--- config.mk ---
export PLATFORM = sky130hd
export DESIGN_NAME = pill_feeder
export DESIGN_NICKNAME = d
export VERILOG_FILES = /design/src/rtl/pill_feeder.sv
export SDC_FILE = /design/constraint.sdc
export NUM_CORES = 1
export LEC_CHECK = 0
export CAP_MARGIN = 10
export CORE_UTILIZATION = 60
export CTS_BUF_LIST = sky130_fd_sc_hd__clkbuf_2
export CTS_CLUSTER_DIAMETER = 60
export DETAILED_ROUTE_END_ITERATION = 8
export PLACE_DENSITY_LB_ADDON = 0.1
export REMOVE_ABC_BUFFERS = 1
export SYNTH_ARGS = -nofsm -noshare
export SYNTH_HDL_FRONTEND = slang
export SYNTH_SLANG_ARGS = --single-unit
export TNS_END_PERCENT = 20
--- constraint.sdc ---
create_clock -name CLK -period 6.72 [get_ports CLK]
set_input_delay 1.008 -clock CLK [delete_from_list [all_inputs] [get_ports CLK]]
set_output_delay 1.008 -clock CLK [all_outputs]
set_load 0.05 [all_outputs]
--- src/rtl/pill_feeder.sv ---
`default_nettype none
// ============================================================================
// Module   : pill_feeder
// Purpose  : Pill-drop pulse source. Paces pills every DIV cycles, performs a
//            SWAP_CYCLES bottle change after each BCD pills-per-bottle target,
//            and stops in DONE after the BCD bottle target. Drives BCD pill
//            and bottle counts for display. All outputs are registered.
// Options  : PILL_FEEDER_JAM_EN - jam sensor pauses feeding and sets jam_err.
// Revision : 1.0 - initial release
// ============================================================================
module pill_feeder #(
  parameter int DIV         = 4,
  parameter int SWAP_CYCLES = 3
) (
  input  logic       CLK,
  input  logic       RST,
  input  logic       start,
  input  logic       stop,
  input  logic [3:0] maxL,
  input  logic [3:0] maxH,
  input  logic [3:0] bot_maxL,
  input  logic [3:0] bot_maxH,
  input  logic       jam,
  output logic       pill,
  output logic       bottle_done,
  output logic [3:0] pillL,
  output logic [3:0] pillH,
  output logic [3:0] botL,
  output logic [3:0] botH,
  output logic       busy,
  output logic       done,
  output logic       cfg_err,
  output logic       jam_err
);

  localparam int DW = $clog2(DIV);
  localparam int SW = (SWAP_CYCLES > 1) ? $clog2(SWAP_CYCLES) : 1;
  localparam logic [DW-1:0] DIV_LAST  = DW'(DIV - 1);
  localparam logic [SW-1:0] SWAP_LAST = SW'(SWAP_CYCLES - 1);

  localparam logic [2:0] S_IDLE  = 3'd0;
  localparam logic [2:0] S_FEED  = 3'd1;
  localparam logic [2:0] S_SWAP  = 3'd2;
  localparam logic [2:0] S_PAUSE = 3'd3;
  localparam logic [2:0] S_DONE  = 3'd4;

  logic [2:0]    state_q, state_d, saved_q, saved_d;
  logic [DW-1:0] div_q, div_d;
  logic [SW-1:0] swap_q, swap_d;
  logic [7:0]    tgt_pill_q, tgt_pill_d, tgt_bot_q, tgt_bot_d;
  logic [7:0]    cnt_q, cnt_d, bot_q, bot_d;
  logic          pill_q, pill_d, bdone_q, bdone_d;
  logic          busy_q, busy_d, done_q, done_d;
  logic          cfg_err_q, cfg_err_d, jam_err_q, jam_err_d;

  logic          w_jam;
  logic          w_halt_feed;
  logic          w_go;
  logic [7:0]    w_cnt_inc, w_bot_inc;

`ifdef PILL_FEEDER_JAM_EN
  assign w_jam = jam;
`else
  logic unused_jam;
  assign unused_jam = jam;
  assign w_jam      = 1'b0;
`endif

  // stop beats start; a jam (when enabled) also blocks start
  assign w_halt_feed = stop | w_jam;
  assign w_go        = start & ~stop & ~w_jam;

  // Digits above 9 are treated as 9
  function automatic logic [3:0] clamp9(input logic [3:0] d);
    return (d > 4'd9) ? 4'd9 : d;
  endfunction

  // Two-digit BCD increment; callers never pass 99 (targets cap the count)
  function automatic logic [7:0] bcd_inc(input logic [7:0] v);
    logic [7:0] r;
    if (v[3:0] >= 4'd9) r = {v[7:4] + 4'd1, 4'd0};
    else                r = {v[7:4], v[3:0] + 4'd1};
    return r;
  endfunction

  assign w_cnt_inc = bcd_inc(cnt_q);
  assign w_bot_inc = bcd_inc(bot_q);

  // Next-state and next-output logic for the feeder sequencer
  always_comb begin
    state_d    = state_q;
    saved_d    = saved_q;
    div_d      = div_q;
    swap_d     = swap_q;
    tgt_pill_d = tgt_pill_q;
    tgt_bot_d  = tgt_bot_q;
    cnt_d      = cnt_q;
    bot_d      = bot_q;
    cfg_err_d  = cfg_err_q;
    jam_err_d  = jam_err_q;
    pill_d     = 1'b0;
    bdone_d    = 1'b0;

    case (state_q)
      S_IDLE, S_DONE: begin
        if (w_go) begin
          tgt_pill_d = {clamp9(maxH), clamp9(maxL)};
          tgt_bot_d  = {clamp9(bot_maxH), clamp9(bot_maxL)};
          cnt_d      = 8'h00;
          bot_d      = 8'h00;
          div_d      = '0;
          swap_d     = '0;
          if (tgt_pill_d == 8'h00 || tgt_bot_d == 8'h00) begin
            cfg_err_d = 1'b1;
            state_d   = S_IDLE;
          end else begin
            cfg_err_d = 1'b0;
            state_d   = S_FEED;
          end
        end
      end

      S_FEED: begin
        if (div_q == DIV_LAST) begin
          // Pill is on the output this cycle: account for it even if halted.
          // A completed bottle always enters SWAP; a halt then applies there.
          cnt_d = w_cnt_inc;
          div_d = '0;
          if (w_cnt_inc == tgt_pill_q) begin
            state_d = S_SWAP;
            swap_d  = '0;
            bdone_d = 1'b1;
            bot_d   = w_bot_inc;
          end else if (w_halt_feed) begin
            state_d   = S_PAUSE;
            saved_d   = S_FEED;
            jam_err_d = jam_err_q | w_jam;
          end
        end else if (w_halt_feed) begin
          state_d   = S_PAUSE;
          saved_d   = S_FEED;
          jam_err_d = jam_err_q | w_jam;
        end else begin
          div_d  = div_q + DW'(1);
          pill_d = ((div_q + DW'(1)) == DIV_LAST);
        end
      end

      S_SWAP: begin
        if (stop) begin
          state_d = S_PAUSE;
          saved_d = S_SWAP;
        end else if (swap_q == SWAP_LAST) begin
          if (bot_q == tgt_bot_q) begin
            state_d = S_DONE;
          end else begin
            state_d = S_FEED;
            cnt_d   = 8'h00;
            div_d   = '0;
          end
        end else begin
          swap_d = swap_q + SW'(1);
        end
      end

      S_PAUSE: begin
        // The frozen divider is never at DIV_LAST, so resume emits no pill
        if (w_go) begin
          state_d   = saved_q;
          jam_err_d = 1'b0;
        end
      end

      default: state_d = S_IDLE;
    endcase

    busy_d = (state_d == S_FEED) || (state_d == S_SWAP);
    done_d = (state_d == S_DONE);
  end

  // State and output registers, asynchronously cleared
  always_ff @(posedge CLK or posedge RST) begin
    if (RST) begin
      state_q    <= S_IDLE;
      saved_q    <= S_IDLE;
      div_q      <= '0;
      swap_q     <= '0;
      tgt_pill_q <= 8'h00;
      tgt_bot_q  <= 8'h00;
      cnt_q      <= 8'h00;
      bot_q      <= 8'h00;
      pill_q     <= 1'b0;
      bdone_q    <= 1'b0;
      busy_q     <= 1'b0;
      done_q     <= 1'b0;
      cfg_err_q  <= 1'b0;
      jam_err_q  <= 1'b0;
    end else begin
      state_q    <= state_d;
      saved_q    <= saved_d;
      div_q      <= div_d;
      swap_q     <= swap_d;
      tgt_pill_q <= tgt_pill_d;
      tgt_bot_q  <= tgt_bot_d;
      cnt_q      <= cnt_d;
      bot_q      <= bot_d;
      pill_q     <= pill_d;
      bdone_q    <= bdone_d;
      busy_q     <= busy_d;
      done_q     <= done_d;
      cfg_err_q  <= cfg_err_d;
      jam_err_q  <= jam_err_d;
    end
  end

  assign pill        = pill_q;
  assign bottle_done = bdone_q;
  assign pillL       = cnt_q[3:0];
  assign pillH       = cnt_q[7:4];
  assign botL        = bot_q[3:0];
  assign botH        = bot_q[7:4];
  assign busy        = busy_q;
  assign done        = done_q;
  assign cfg_err     = cfg_err_q;
  assign jam_err     = jam_err_q;

endmodule
`default_nettype wire

* Word-level counts from Yosys, hierarchy flattened
Cells that the tools add are included.
** Cells by class
- $add $sub $neg :: 6
- $lt $le $gt $ge :: 6
- Equality and inequality tests :: 23
- Multiplexer cells :: 49
- Bitwise gates (word level) :: 2
- Reduce and logical (&&, ||, !) cells :: 16
** Operators with widths (count)
- two-way mux 8 bit :: 9
- two-way mux 3 bit :: 12
- case mux 8 bit (3 select lines) :: 1
- two-way mux 2 bit :: 10
- != test 2 bit, second input constant :: 9
- AND reduction 6 bit :: 3
- adder 4 x 1 -> 4 bit, second input constant :: 4
- equality test 8 bit :: 2
- > comparator 4 bit, second input constant :: 4
- logical NOT 8 bit :: 2
- two-way mux 4 bit :: 4
- case mux 8 bit (2 select lines) :: 1
- case mux 2 bit (3 select lines) :: 2
- case mux 3 bit (4 select lines) :: 1
- equality test 3 x 2 -> 1 bit, second input constant :: 3
- >= comparator 4 bit, second input constant :: 2
- two-way mux 1 bit :: 8
- equality test 2 bit, second input constant :: 3
- equality test 3 x 1 -> 1 bit, second input constant :: 2
- equality test 3 bit, second input constant :: 2
- != test 3 bit, second input constant :: 2
- case mux 3 bit (2 select lines) :: 1
- AND reduction 5 bit :: 1
- adder 2 x 1 -> 2 bit, second input constant :: 2
- other kinds (10) :: 12
** Word-level totals
- Bits in registers :: 47
- Bits of input ports :: 21
- Output and inout bits :: 22

* Longest topological paths before layout
Gate-level depths: netlist of the first run.
- Depth after elaboration :: 9
- Mapped depth :: 8

* Worst setup path before layout of the first run
Ideal clock, no wire load.
- Path kind :: register -> register
- Start point :: reg cnt_q[1]
- End point :: reg bot_q[2]
- Library setup time :: 127 ps
- Arrival time :: 2553 ps
- Required time :: 6593 ps
- Slack :: 4041 ps
- Stages on the path, launching flop included :: 9
- Path buffers :: 0
- Clock period less this slack :: 2679 ps
- Cell sequence :: dfrtp_1 -> inv_1 -> ha_1 -> or3b_4 -> a211oi_2 -> a22oi_1 -> or4_4 -> o211ai_1 -> o21ai_1
** On the way
- Cells in the longest elaborated chain, start to end :: 5
** RTL lines
- from (decl) :: RTL line 51 : logic [7:0] cnt_q, cnt_d, bot_q, bot_d;
- from (signal assigned) :: RTL line 205 : cnt_q <= cnt_d;
- adder 4 x 1 -> 4 bit / >= comparator 4 bit (equally long branches) :: RTL line 82, 81
- two-way mux 8 bit (*) :: RTL line 81 : if (v[3:0] >= 4'd9) r = {v[7:4] + 4'd1, 4'd0};
- equality test 8 bit (*) :: RTL line 129 : if (w_cnt_inc == tgt_pill_q) begin
- != test 2 bit (no line) (*)
- AND reduction 4 bit (no line) (*)
- to (signal assigned) :: RTL line 206 : bot_q <= bot_d;
- to (decl) :: RTL line 51
Mark *: on every way between the ends. The rest lies on a longest branch, timed or not.
A chain may end at the register's enable or synchronous reset.

* Worst setup path in the final report of the first run
- Start point :: reg cnt_q[3]
- End point :: out pillL[3]
** RTL lines
- to (decl) :: RTL line 26 : output logic [3:0] pillL,
No word-level cell between the ends.

==> summary.md, run 1 <==
| Metric | Value |
|---|---|
| Status | finished clean |
| Min Clock Period, post-route | 2.93 ns |
| Clock Tree Root | clkbuf_2 |
| Die Y-Extent | 69.1 um |
| Worst path max stage delay | 0.89 ns |
| Die area | 0.00478 sq mm |
| TritonRoute pass-1 iters | 5 |
| Critical path depth | 1 |
| Post-DP HPWL | 4190 um |
| Routed WL per cell | 15.1 um |
| CP cell instances | clkdlybuf4s50_1 |
| Post-synthesis cell type count | 55 |
| First-pass GRT wire length | 9890 um |
| Async set or reset register ratio after synthesis | 1.00 |
| Slew HR | 0.361 |
| Worst Setup EP | pillL[3] |
| Pin count of the biggest net entering global routing | 47 |
| R2R Path End | cnt_q[5]$_DFFE_PP0P_ |
| Crit end category | output pin |
| VDD IR-drop max | 0.000280 V |
| Slowest-stage cell, CP | clkdlybuf4s50_1 |
| Clock-pin slew on the worst setup and hold paths | 0.22 ns |
| Via count | 2324 |
| TNS Setup | 0 ns |
| CTS Hold Bufs | 0 |
| Clock buffer depth | 2 |
| CTS tree | done |
| Initial core utilization | 0.621 |
| Tcrit/Tclk final | 0.436 |
| Chip width | 69.1 um |
| Clock share of power | 0.105 |
| Cell Count, Final, Fillers Out | 385 |
| GPL Wtd Cong | 0.886 |
| Placed instance count | 378 |
| Seq pwr share | 0.421 |
| Register bit count reported by yosys | 46 |
| Internal cell power | 0.602 mW |
| Fin nets | 365 |
| H-tree depth | 2 |
| Cts bufs inserted | 5 |
| Seq/Total Area, Yosys | 0.426 |
| Resize count post-CTS | 0 |
| Drt total wl | 5830 um |
| # diodes | 0 |
| Global Route Usage Sum | 0.260 |
| Worst R2R Start | state_q[1]$_DFF_PP0_ |
| Switching share of power | 0.448 |
| Setup WS pre-CTS | 3.34 ns |
| Critical path arrival | 1.92 ns |
| Required @ worst endpoint | 5.71 ns |
| Critical path buffer and inverter count | 1 |
| Highest-count cells in the layout ignoring fill and taps | nand2_1, dfrtp_1, clkdlybuf4s50_1 |
| Critical Path Start | cnt_q[3]$_DFFE_PP0P_ |
| Setup Skew | 0.0116 ns |
| Critical path class | flop to output pin |
| Final setup fails | 0 |
| Fmax | 0.341 GHz |
| Final ANT Viol Nets | 0 |
| Setup ws final | 3.79 ns |
| Clk_lat worst skew | 0.44 ns |
| Max-cap violation count | 0 |
| PwrDens | 345 mW/mm^2 |
| Num rows | 24 |
| Drt initial violations | 188 |
| Total global routing overflow | 0 |
| Number of global-route vias before repair | 2134 |
| Worst min-delay path class | flop to flop |
| Initial antenna violation count | 0 |
| Syn Inst Count | 297 |
| Delay-heaviest family, CP | buffers and inverters |
| Port bufs | 40 |
| Drc violations | 0 |
| Net Switching | 0.489 mW |
| P_leak | 1.42 nW |
| Vias per std cell | 6.04 |
| Io pins | 43 |
| Fin. max-slew vios | 0 |
| Post-Syn Area | 0.00271 sq mm |
| CP Max Fanout | 11 |
| Post-synth EDFFs | 0 |
| Mapped Avg Cell Area | 9.11 sq um |
| Worst setup SP type | flop |
| Area Overhead vs Synth | 16.8% |
| Gate power share | 0.474 |
| Final hold violations | 0 |
| Postcts setup bufs | 0 |
| Yosys warns | 0 |
| RSZ-0062 raised after global routing | no |
| Register-to-register setup slack | 3.89 ns |
| Primary FF master, synth | dfrtp_1 |
| Worst Max-Slew Pin Slew | 0.959 ns |
| Clock sinks | 46 |
| Core area | 0.00435 sq mm |
| R2r worst-path depth | 6 |
| Ratio of cells with drive above 1 in the final layout | 0.0631 |
## power by group through the flow
| stage | registers (mW) | logic (mW) | clock network, mW |
|---|---|---|---|
| after global routing | 0.474 | 0.567 | 0.123 |
| final | 0.460 | 0.517 | 0.114 |
| after floorplan | 0.541 | 0.280 | 0 |
| after global placement | 0.459 | 0.500 | 0 |
| after CTS | 0.459 | 0.518 | 0.117 |
| after detailed placement | 0.465 | 0.516 | 0 |
## cells in the mapped netlist (2+ instances only)
library cell / n / area (sq um)
xor2_1: 6 / 52.6
inv_1: 16 / 60.1
mux2i_1: 2 / 20.0
nor4_1: 3 / 18.8
mux2_2: 3 / 33.8
nand3_1: 12 / 60.1
a41oi_1: 2 / 17.5
nor4bb_1: 2 / 20.0
nand2b_1: 4 / 25.0
o2111ai_1: 2 / 17.5
o21ai_0: 19 / 95.1
xnor2_1: 11 / 96.3
nor3_1: 6 / 30.0
o21a_1: 2 / 15.0
ha_1: 11 / 138
nor2b_1: 2 / 12.5
buf_2: 3 / 15.0
nand2_1: 46 / 173
nand4_1: 6 / 37.5
and3_1: 2 / 12.5
nor2_1: 19 / 71.3
nand3b_1: 10 / 75.1
o31ai_1: 3 / 22.5
a22o_1: 3 / 26.3
a21o_1: 3 / 22.5
clkbuf_1: 8 / 30.0
a21oi_1: 15 / 75.1
a32o_1: 2 / 20.0
dfrtp_1: 46 / 1150
and2_1: 3 / 18.8
## per-stage QoR
step	util	power [mW]	instance area, sq um	hold WS (ns)
after floorplan	-	0.821	2650	0.438
after global placement	0.718	0.959	3130	0.456
after detailed placement	0.718	0.981	3130	0.461
after CTS	0.726	1.09	3160	0.504
after global routing	0.726	1.16	3160	0.541
final	0.726	1.09	3160	0.499
## per-layer routing
metal | share of wire | track usage
met1 | 0.45 | 0.349
met2 | 0.47 | 0.414
met3 | 0.053 | 0.0482
met4 | 0.021 | 0.111
met5 | 0 | 0
## tightest hold or removal path: cells and delay by family, from the launching register on
family	cells	cell delay, ns
and+or+nand+nor	1	0.05
AOI/OAI and AO/OA	1	0.05
DFF	1	0.38
## worst min path at each step
| stage | startpoint | cells after the start | endpoint |
|---|---|---|---|
| 6_report | saved_q[0]$_DFFE_PP0P_ | 2 | saved_q[0]$_DFFE_PP0P_ |
| 5_1_grt | saved_q[0]$_DFFE_PP0P_ | 2 | saved_q[0]$_DFFE_PP0P_ |
| 4_1_cts | saved_q[0]$_DFFE_PP0P_ | 2 | saved_q[0]$_DFFE_PP0P_ |
| 3_5_place_dp | saved_q[0]$_DFFE_PP0P_ | 2 | saved_q[0]$_DFFE_PP0P_ |
| 3_3_place_gp | saved_q[0]$_DFFE_PP0P_ | 2 | saved_q[0]$_DFFE_PP0P_ |
| 2_1_floorplan | saved_q[0]$_DFFE_PP0P_ | 2 | saved_q[0]$_DFFE_PP0P_ |
## area by class of cell
| class | count | area, sq um |
|---|---|---|
| repair buffers | 41 | 408 |
| clock buffers | 7 | 35.0 |
| fillers | 350 | 1190 |
| flip-flops and latches | 46 | 1150 |
| inverters | 16 | 60.1 |
| well taps | 52 | 65.1 |
| multi-input cells | 223 | 1440 |
## logic make-up (layout without fill, tap and decap cells)
logic type / Yosys count / count (layout) / synth area share
other: 1 / 1 / 0.00139
DFF: 46 / 46 / 0.426
buffers and inverters: 28 / 64 / 0.0416
and+or+nand+nor: 125 / 125 / 0.241
xor gates and xnor gates: 18 / 18 / 0.0634
AOI/OAI and AO/OA: 63 / 63 / 0.157
adders and majority gates: 11 / 11 / 0.0509
muxes: 5 / 5 / 0.0199
## flip-flops by register name, summed over array words and instances, names as in the netlist
name         count
bot_q            8
cnt_q            8
tgt_bot_q        8
tgt_pill_q       8
state_q          3
div_q            2
saved_q          2
swap_q           2
bottle_done      1
busy             1
cfg_err          1
done             1
pill             1
Note: power is estimated with default switching activity, not from simulation.
==> run 2, diff against run 1 <==
- CORE_UTILIZATION: 60 -> 50
- clock period: 6.72 -> 2.5 ns (I/O delays scaled with it)
==> summary.md, run 2 (synthesis gave the netlist of run 1 again) <==
| Metric | Value |
|---|---|
| Clock-pin slew on the worst setup and hold paths | 0.24 ns (+0.02 ns) |
| Clock buffer depth | 2 (unchanged) |
| Fillers | 458 (+31%) |
| Worst Max-Slew Pin Slew | 0.515 ns (-0.444 ns) |
| Setup WS pre-CTS | 0.0000930 ns (-3.34 ns) |
| Core area | 0.00517 sq mm (+19%) |
| Critical path arrival | 2.80 ns (+0.88 ns) |
| Initial core utilization | 0.523 (-0.0983) |
| Final Core Density | 0.656 (-0.0701) |
| # diodes | 0 (unchanged) |
| Global Route Usage Sum | 0.238 (-0.0222) |
| Die area | 0.00571 sq mm (+19%) |
| Post-DP HPWL | 4500 um (+7.4%) |
| Fmax | 0.407 GHz |
| H-tree depth | 2 (unchanged) |
| Final setup fails | 0 (unchanged) |
| Num rows | 26 (+8.3%) |
| Drt total wl | 6140 um (+5.3%) |
| RSZ-0062 raised after global routing | yes |
| Routed WL per cell | 14.5 um (-4.4%) |
| TritonRoute pass-1 iters | 4 (-1) |
| Drc violations | 0 (unchanged) |
| Drt initial violations | 64 (-66%) |
| Number of global-route vias before repair | 2153 (+0.89%) |
| Pin count of the biggest net entering global routing | 27 (-43%) |
| Fin area | 0.00339 sq mm (+7.3%) |
| Max-cap violation count | 0 (unchanged) |
| Clock Tree Root | clkbuf_2 |
| Clock sinks | 46 (unchanged) |
| Via count | 2341 (+0.73%) |
| Critical path class | flop to flop |
| Io pins | 43 (unchanged) |
| DP Area | 0.00325 sq mm (+4.1%) |
| VDD IR-drop max | 0.000598 V (+110%) |
| PwrDens | 897 mW/mm^2 (+160%) |
| P_leak | 1.53 nW (+7.7%) |
| Setup Skew | 0.0251 ns (+0.0135 ns) |
| First-pass GRT wire length | 10200 um (+2.7%) |
| Clk_lat worst skew | 0.44 ns (about the same) |
| Tcrit/Tclk final | 0.983 |
| Final hold violations | 0 (unchanged) |
| CP Max Fanout | 4 (-7) |
| Crit end category | flop |
| Total global routing overflow | 0 (unchanged) |
| Worst min-delay path class | input pin to asynchronous set/reset pin |
| Port bufs | 40 (unchanged) |
| Min Hold Slack | 0.162 ns (-0.337 ns) |
| Required @ worst endpoint | 2.84 ns (-2.87 ns) |
| Min Clock Period, post-route | 2.46 ns |
| Fin nets | 385 (+5.5%) |
| CTS tree | done |
| Most common cell after layout, fill and taps aside | nand2_1 |
| Vias per std cell | 5.52 (-8.5%) |
| Pwr Total | 3.04 mW (+180%) |
| Final ANT Viol Nets | 0 (unchanged) |
| Area Overhead vs Synth | 25.4% |
| Cts bufs inserted | 5 (unchanged) |
| Chip width | 75.6 um (+9.3%) |
| Die Y-Extent | 75.6 um (+9.3%) |
| Slew HR | 0.656 (+0.295) |
| Setup ws final | 0.0430 ns (-3.74 ns) |
| Ratio of cells with drive above 1 in the final layout | 0.144 (+0.0810) |
| Worst setup SP type | flop |
| Fin. max-slew vios | 0 (unchanged) |
| GPL Wtd Cong | 0.834 (-5.8%) |
| Status | finished clean |
| Highest-count cells in the layout ignoring fill and taps | nand2_1, dfrtp_1, clkdlybuf4s50_1 |
| Initial antenna violation count | 0 (unchanged) |
## run 2: cell types whose count changed in the layout (fill, tap and decap cells not counted), sizes merged
cell	delta
buf	+20
clkbuf	-1
clkinv	+2
## run 2: cell type report
type	instances	area, sq um	area share
clock buffer	6	30.0	0.00885
clock inverter	2	8.76	0.00258
inverter	16	60.1	0.0177
multi-input combinational	223	1500	0.441
sequential	46	1150	0.340
tap	70	87.6	0.0258
timing repair buffer	61	558	0.165
## run 2: worst max-delay path, stage by stage, from the launching register on
cell and delay (ns):
dfrtp_2 0.50, buf_4 0.15, ha_2 0.19, xor2_1 0.15, a211o_1 0.29, a32o_2 0.28
or4_4 0.53, o211ai_1 0.18, o21ai_1 0.08
## run 2: power breakdown
| part | internal, mW | switching (mW) |
|---|---|---|
| Combinational | 0.654 | 0.835 |
| Clock | 0.0688 | 0.245 |
| Sequential | 0.970 | 0.268 |
## run 2: repair_timing
| action | CTS | global route |
|---|---|---|
| pin swaps | 2 | 7 |
| cloned | 0 | 0 |
| setup endpoints to repair | 2 | 5 |
| resized for setup | 4 | 9 |
| hold buffers | 0 | 0 |
| buffers inserted | 3 | 3 |
## run 2: stage by stage
step | setup TNS (ns) | instances
2_1_floorplan | -0.858 | 285
3_3_place_gp | 0 | 410
3_5_place_dp | 0 | 410
4_1_cts | 0 | 421
5_1_grt | -0.0536 | 424
6_report | 0 | 424
## run 2: path summary, 6_finish.rpt
kind,depth (start not counted),slack (ns),start,end
setup / recovery,8,0.04,cnt_q[0]$_DFFE_PP0P_,bot_q[2]$_DFFE_PP0P_
hold reg to reg,2,0.50,saved_q[0]$_DFFE_PP0P_,saved_q[0]$_DFFE_PP0P_
max in group asynchronous,3,1.75,RST,tgt_bot_q[3]$_DFFE_PP0P_
hold / removal,2,0.16,RST,pill$_DFF_PP0_
min in group CLK,3,0.49,bot_maxL[1],tgt_bot_q[1]$_DFFE_PP0P_
setup reg to reg,8,0.04,cnt_q[0]$_DFFE_PP0P_,bot_q[2]$_DFFE_PP0P_
## run 2: routing by layer
| layer | track usage | vias up | wire [um] |
|---|---|---|---|
| li1 | - | 1163 | - |
| met1 | 0.331 | 1115 | 2970 |
| met2 | 0.380 | 54 | 2850 |
| met3 | 0.0437 | 9 | 214 |
| met4 | 0.0720 | 0 | 102 |
| met5 | 0 | - | 0 |
